### src/rtl/cnt_sequencer.sv
// cnt_sequencer
//
// Command-driven up/down counter. A command (direction + target) is
// accepted from IDLE with a valid/ready handshake. The counter then steps
// by one per clock until it reaches the target, wrapping modulo 2^WIDTH.
// The counter continues from whatever value it already holds. A command
// can be paused or aborted while it is running.
//
// Ports
//   i_clk      clock, rising edge
//   i_rst      asynchronous active-high reset
//   i_valid    command valid
//   o_ready    command ready (high only in IDLE)
//   i_dir      command direction: 0 = up, 1 = down
//   i_target   command target count value
//   i_pause    pause request (level)
//   i_abort    abort request (level)
//   o_cnt      current counter value
//   o_busy     high while a command is running or paused
//   o_done     one-cycle pulse on normal completion
//   o_aborted  one-cycle pulse, first IDLE cycle after an abort
//   o_steps    steps taken by the current or last command

module cnt_sequencer #(
    parameter int WIDTH = 4
) (
    input  logic             i_clk,
    input  logic             i_rst,
    input  logic             i_valid,
    output logic             o_ready,
    input  logic             i_dir,
    input  logic [WIDTH-1:0] i_target,
    input  logic             i_pause,
    input  logic             i_abort,
    output logic [WIDTH-1:0] o_cnt,
    output logic             o_busy,
    output logic             o_done,
    output logic             o_aborted,
    output logic [WIDTH-1:0] o_steps
);

    typedef enum logic [1:0] {
        IDLE  = 2'd0,
        RUN   = 2'd1,
        PAUSE = 2'd2,
        DONE  = 2'd3
    } state_t;

    localparam logic [WIDTH-1:0] ONE = {{(WIDTH-1){1'b0}}, 1'b1};

    state_t           state;
    logic             dir_q;
    logic [WIDTH-1:0] target_q;
    logic [WIDTH-1:0] cnt_q;
    logic [WIDTH-1:0] steps_q;
    logic             aborted_q;
    logic [WIDTH-1:0] cnt_next;

    // Value the counter takes if a step happens this cycle. Plain
    // add/subtract gives the wrap-around for free.
    always_comb begin
        cnt_next = cnt_q;
        if (dir_q) begin
            cnt_next = cnt_q - ONE;
        end else begin
            cnt_next = cnt_q + ONE;
        end
    end

    // Main sequencer. Abort is checked before pause, and pause before the
    // step, so an abort on the would-be final edge leaves the counter one
    // short of the target. The aborted flag defaults low every cycle so it
    // is only a single-cycle pulse.
    always_ff @(posedge i_clk or posedge i_rst) begin
        if (i_rst) begin
            state     <= IDLE;
            dir_q     <= 1'b0;
            target_q  <= '0;
            cnt_q     <= '0;
            steps_q   <= '0;
            aborted_q <= 1'b0;
        end else begin
            aborted_q <= 1'b0;
            case (state)
                IDLE: begin
                    if (i_valid) begin
                        dir_q    <= i_dir;
                        target_q <= i_target;
                        steps_q  <= '0;
                        if (i_target == cnt_q) begin
                            state <= DONE;
                        end else begin
                            state <= RUN;
                        end
                    end
                end
                RUN: begin
                    if (i_abort) begin
                        state     <= IDLE;
                        aborted_q <= 1'b1;
                    end else if (i_pause) begin
                        state <= PAUSE;
                    end else begin
                        cnt_q   <= cnt_next;
                        steps_q <= steps_q + ONE;
                        if (cnt_next == target_q) begin
                            state <= DONE;
                        end
                    end
                end
                PAUSE: begin
                    // Leaving PAUSE costs one edge with no step.
                    if (i_abort) begin
                        state     <= IDLE;
                        aborted_q <= 1'b1;
                    end else if (!i_pause) begin
                        state <= RUN;
                    end
                end
                DONE: begin
                    state <= IDLE;
                end
                default: begin
                    state <= IDLE;
                end
            endcase
        end
    end

    // Handshake and status flags decode directly from the state register.
    always_comb begin
        o_ready   = (state == IDLE);
        o_busy    = (state == RUN) || (state == PAUSE);
        o_done    = (state == DONE);
        o_cnt     = cnt_q;
        o_steps   = steps_q;
        o_aborted = aborted_q;
    end

endmodule

### config.mk
export PLATFORM = sky130hd
export DESIGN_NAME = cnt_sequencer
export DESIGN_NICKNAME = d
export VERILOG_FILES = /design/src/rtl/cnt_sequencer.sv
export SDC_FILE = /design/constraint.sdc
export NUM_CORES = 1
export LEC_CHECK = 0
export ABC_AREA = 1
export CAP_MARGIN = 40
export CORE_MARGIN = 2
export CORE_UTILIZATION = 49
export DETAILED_ROUTE_END_ITERATION = 8
export PLACE_DENSITY = 0.76
export SYNTH_ARGS = -nofsm -noshare
export SYNTH_HDL_FRONTEND = slang
export SYNTH_SLANG_ARGS = --single-unit
export TNS_END_PERCENT = 1
### constraint.sdc
create_clock -name i_clk -period 2.21 [get_ports i_clk]
set_clock_uncertainty 0.1 [all_clocks]
set_input_delay 0.442 -clock i_clk [delete_from_list [all_inputs] [get_ports i_clk]]
set_output_delay 0.442 -clock i_clk [all_outputs]
set_load 0.1 [all_outputs]
# Yosys cells after proc, flatten, opt, wreduce, memory -nomap -nowiden
# Cells that the tools add are included.
# word_totals
reg_bits,16
inputBits,10
elab_cells,44
# op_classes
add_sub_neg,3
eq_ne,10
n_mux,15
bitwise_logic,2
n_reduce_logical,8
# ops
cell,count
$mux W4,4
$mux W2,7
$add A4 B1 Y4 const B,2
$eq A4 B4 Y1,2
$pmux W2 S4,1
$pmux W4 S2,1
$ne A2 B2 Y1 const B,3
$reduce_and A3 Y1,2
$eq A2 B2 Y1 const B,2
$ne A4 B4 Y1 const B,1
$reduce_and A4 Y1,1
$sub A4 B1 Y4 const B,1
$ne A3 B3 Y1 const B,1
$eq A2 B1 Y1 const B,1
$logic_not A2 Y1,1
$mux W1,2
$not A1 Y1,2
$reduce_and A2 Y1,1
$reduce_bool A2 Y1,1
$reduce_or A2 Y1,1
$logic_or A1 B1 Y1,1

# Depth between registers and ports, before layout
# Gate-level depths: netlist of run 1.
# logic_depth
ltp_word,7
depth_mapped,12

# Least setup slack after synthesis of run 1
# No wires, ideal clock.
# synth_timing
path_kind,flip-flop to flip-flop
from,"reg cnt_q[0], in the netlist o_cnt[0]"
to,reg state[0]
setup_time_ns,0.117
arrival_ns,2.217
required_ns,1.993
setup_slack_ns,-0.224
path_stages_with_launch,10
path_cell_list,dfrtp_1 -> fa_1 -> xnor2_1 -> nand2_1 -> nor2_1 -> nand3_1 -> nand2_1 -> nand2_1 -> nand2_1 -> nand2_1
# synth_between
elab_chain_len,5
word_cells_on_any_way,6
# synth_rtl
element,line_no,text
"start, declared",54,logic [WIDTH-1:0] cnt_q;
"start signal, assigned",104,cnt_q <= cnt_next;
$add A4 B1 Y4 or $sub A4 B1 Y4 (tied branches),"66, 64",
$mux W4 *,63,if (dir_q) begin
via cnt_next[1],57,logic [WIDTH-1:0] cnt_next;
$eq A4 B4 Y1 *,106,if (cnt_next == target_q) begin
$ne A4 B4 Y1 (no source line) *,-,
$reduce_and A3 Y1 (no source line) *,-,
"end signal, assigned",107,state <= DONE;
"end signal, assigned",114,state <= IDLE;
"end signal, assigned",117,state <= RUN;
"end, declared",51,state_t state;
# Mark *: on every way through the listed nets, which the timed path passes. The rest lies on a longest branch.
# A chain may end at the register's enable or synchronous reset.

# Worst setup path after layout of run 1
# Ends and elaborated chain as after synthesis.

==> flow_summary.ini, run 1 <==
[final_layout]
fin_util = 0.669
fin_cells = 182
final_area_mm2 = 0.00131
antennaDiodeCount = 0
syn2layout_area_growth_pct = 28.4
final_common_cell = nand2_1
layout_common_cells = 34 x nand2_1, 19 x inv_1, 14 x dfrtp_1, 13 x nand3_1, 10 x buf_4
fin_nets = 174
drive_above_1_share = 0.174

[floorplanning]
core_area_mm2 = 0.00196
start_util = 0.521
die_x_um = 49.7
die_h_um = 49.7
pin_count = 22
fp.dieArea_mm2 = 0.00247
rows = 16

[clock_tree]
cts_sinks = 16
path_clk_slew_ns = 0.10
post_cts_resized = 0
htreeDepth = 1
cts.path.max_buffers = 2
numCtsBuffers = 3
clock_latency_ns = 0.28
postCtsSetupBuffers = 0
cts_root_buf = clkbuf_4
ctsHoldBuffers = 0
cts_tree = done

[yosys]
ys_seq_elements = 16
synth_top_cell_by_area = dfrtp_1
synth_cells = 129
synth_cell_types = 23
ys_seq_area_frac = 0.392
ys_top_cells_by_area = dfrtp_1 39%, nand2_1 12%, ha_1 8.6%
syn_avg_cell_area_um2 = 7.92
synth_top_area_share = 0.392
yosysWarningCount = 0
syn_area_mm2 = 0.00102
syn-num-nets = 147

[timing]
worstMarginPinSlew_ns = 0.629
period_share = 0.908
finalHoldViolCount = 0
fin_crit_ns = 2.01
setup_slack_ns = 0.202
setup_violations = 0
rsz0062_at_grt = false
slew_viol_final = 0
max_freq_mhz = 498
relSlewSlack = 0.580

[grt]
grt_pass1_vias = 900
antenna_found_initial = 0
grt_use_total = 0.204
grt_start_max_net_pins = 17
grt_pass1_wl_um = 3940
grt_overflow = 0

[run]
drv_cap = 0

[drt]
via_per_inst = 5.04
drt_iter0_drc = 13
drt_first_pass_iters = 4
wl_per_cell_um = 12.2
routed_wl_um = 2220
drc_errors = 0
route.vias.total = 917
detail-route-antenna-nets = 0

[place]
place_hpwl_um = 1780
dp_slack_ns = 0.229
io_buffers = 21
gp_congestion = 0.839
postPlaceCellArea_mm2 = 0.00129
post-place-cells = 178

[worst_setup_path]
worstPathRequired_ns = 2.28
crit_fanout = 7
r2r_setup_slack_ns = 0.20
end_kind = flip-flop
critPathArrivalTime_ns = 2.08
critPathKind = reg -> reg
start_kind = flip-flop

[outcome]
status = finished clean

[hold_path]
hold_class = in -> async
## area by class of cell
| class | instances | area (um^2) |
|---|---|---|
| Clock buffer | 4 | 26.3 |
| Fill cell | 192 | 649 |
| Inverter | 20 | 75.1 |
| Multi-Input combinational cell | 93 | 549 |
| Sequential cell | 16 | 403 |
| Tap cell | 27 | 33.8 |
| Timing Repair Buffer | 22 | 225 |
## cells in the mapped netlist
library cell / number
nand2_1: 34
inv_1: 19
dfrtp_1: 16
nand3_1: 13
nor2_1: 8
o21ai_0: 8
ha_1: 7
a21oi_1: 5
nor3_2: 2
or2_1: 2
xnor2_1: 2
xor2_1: 2
a21oi_2: 1
a31oi_1: 1
and3_2: 1
fa_1: 1
inv_2: 1
mux2_2: 1
nand3b_1: 1
nor3_1: 1
nor3_4: 1
o21a_4: 1
o22ai_1: 1
## through the flow
stage               setup TNS (ns)  hold slack (ns)
CTS                              0            0.444
global placement                 0            0.402
floorplan                   -0.187            0.256
detailed placement               0            0.422
finish                           0            0.429
global route                     0            0.465
## logic make-up after synthesis
| family | synth area share |
|---|---|
| buffers and inverters | 0.0734 |
| XOR/XNOR | 0.0343 |
| AND/OR/NAND/NOR | 0.285 |
| flip-flops | 0.392 |
| multiplexers | 0.0110 |
| AO/OA/AOI/OAI | 0.0991 |
| adder cells (fa/ha/maj) | 0.105 |
## critical path, stage by stage, from the launching register on
cell	delay (ns)
dfrtp_2	0.48
fa_1	0.61
xnor2_1	0.14
nand2_1	0.07
nor2_1	0.13
nand3_1	0.09
nand2_1	0.10
nand2_1	0.08
nand2_1	0.06
nand2_1	0.04
## registers in the layout, summed over array words and instances, names as in the netlist
name and flops:
state 2, o_aborted 1, dir_q 1, target_q 4, o_cnt 4, o_steps 4
## per-layer routing
layer / vias to the layer above / global-route usage / part of all wire
met2: 23 / 0.347 / 0.46
met4: 0 / 0.0278 / 0.0041
li1: 466 / - / -
met1: 426 / 0.268 / 0.48
met5: - / 0 / 0
met3: 2 / 0.0485 / 0.051
## final timing paths
kind	to	startpoint	depth (start not counted)
worst max-delay path	state[0]	o_cnt[0]	9
worst min-delay path	o_cnt[3]	i_rst	2
worst max register to register	state[0]	o_cnt[0]	9
worst min register to register	target_q[3]	target_q[3]	2
max in group asynchronous	o_cnt[0]	i_rst	2
min in group i_clk	target_q[3]	target_q[3]	2
Power of run 1 is not shown: default switching activity piles up to over one toggle a cycle in this logic, so the estimate is an artifact.
==> run 2, diff against run 1 <==
MAX_ROUTING_LAYER = met4   (was default)
==> run 2 against run 1 <==
Net effect:
- sequential share of layout area unchanged
- first-iteration DRC count unchanged
- maximum frequency about the same
- wire length about the same
- count of clock-buffer cells in the layout unchanged
- non-clock buffer count unchanged
- critical path type unchanged
- critical endpoint unchanged
- highest routed layer unchanged
==> flow_summary.ini, run 2 (synthesis results as in run 1) <==
[outcome]
status = finished clean

[clock_tree]
path_clk_slew_ns = 0.10
numCtsBuffers = 3
cts.path.max_buffers = 2
cts_root_buf = clkbuf_4
htreeDepth = 1
ctsHoldBuffers = 0
post_cts_resized = 0
cts_sinks = 16
postCtsSetupBuffers = 0
cts_tree = done
clock_latency_ns = 0.28

[final_layout]
final_area_mm2 = 0.00131
antennaDiodeCount = 0
multi_input_area_um2 = 549
fin_util = 0.669
final_common_cell = nand2_1
n_fill_cell = 192
layout_common_cells = 34 x nand2_1, 19 x inv_1, 14 x dfrtp_1, 13 x nand3_1, 10 x buf_4
syn2layout_area_growth_pct = 28.4
final-seq-area_um2 = 403
drive_above_1_share = 0.174
fin_nets = 174

[run]
drv_cap = 0

[drt]
routed_wl_um = 2220
drc_errors = 0
detail-route-antenna-nets = 0
via_per_inst = 5.06
route.vias.total = 921
wl_per_cell_um = 12.2
drt_iter0_drc = 13
drt_first_pass_iters = 4

[timing]
finalHoldViolCount = 0
timing.hold.ws_ns = 0.429
rsz0062_at_grt = false
setup_violations = 0
relSlewSlack = 0.580
fin_crit_ns = 2.01
period_share = 0.908
slew_viol_final = 0
max_freq_mhz = 498
worstMarginPinSlew_ns = 0.630

[floorplanning]
start_util = 0.521
die_h_um = 49.7
rows = 16
die_x_um = 49.7
fp.dieArea_mm2 = 0.00247
pin_count = 22
core_area_mm2 = 0.00196

[worst_setup_path]
critPathArrivalTime_ns = 2.08
start_kind = flip-flop
critPathKind = reg -> reg
rr_endpoint = state[0]
reg2reg_depth = 9
rr_startpoint = o_cnt[0]
end_kind = flip-flop
crit_fanout = 7
worstPathRequired_ns = 2.28
r2r_setup_slack_ns = 0.20

[place]
place_hpwl_um = 1780
gp_congestion = 0.852
postPlaceCellArea_mm2 = 0.00129
io_buffers = 21

[grt]
grt_overflow = 0
grt_use_total = 0.209
antenna_found_initial = 0
grt_pass1_vias = 902
grt_start_max_net_pins = 17
grt_pass1_wl_um = 3950

[hold_path]
hold_class = in -> async
## run 2: worst max-delay path, cell delays in order, from the launching register on
cell and delay [ns]:
dfrtp_2 0.48, fa_1 0.61, xnor2_1 0.14, nand2_1 0.07, nor2_1 0.13, nand3_1 0.09
nand2_1 0.10, nand2_1 0.08, nand2_1 0.06, nand2_1 0.04
## run 2: stage by stage
step | TNS [ns] | std cells | worst slack [ns]
4_1_cts | 0 | 182 | 0.207
3_3_place_gp | 0 | 178 | 0.375
5_1_grt | 0 | 182 | 0.0232
2_1_floorplan | -0.187 | 129 | -0.0937
3_5_place_dp | 0 | 178 | 0.229
6_report | 0 | 182 | 0.203
## run 2: area by class of cell
class / count / share of cell area
Timing Repair Buffer: 22 / 0.172
Multi-Input combinational cell: 93 / 0.418
Tap cell: 27 / 0.0257
Inverter: 20 / 0.0572
Clock buffer: 4 / 0.0200
Sequential cell: 16 / 0.307
## run 2: worst max path at each step
stage                         from        to  slack (ns)  cells after the start
after global routing      o_cnt[0]  state[1]        0.02                      9
final                     o_cnt[0]  state[0]        0.20                      9
after CTS                 o_cnt[0]  state[0]        0.21                      9
after floorplan           o_cnt[2]  state[0]       -0.09                     10
after global placement    o_cnt[0]  state[0]        0.38                      9
after detailed placement  o_cnt[0]  state[0]        0.23                      9
## run 2: routing by layer
| metal | global-route usage | up-vias | share of wire |
|---|---|---|---|
| li1 | - | 467 | - |
| met5 | - | - | 0 |
| met3 | 0.0424 | 2 | 0.043 |
| met4 | 0.0278 | 0 | 0.0041 |
| met1 | 0.272 | 427 | 0.49 |
| met2 | 0.347 | 25 | 0.46 |
Power of run 2 is left out for the same reason.
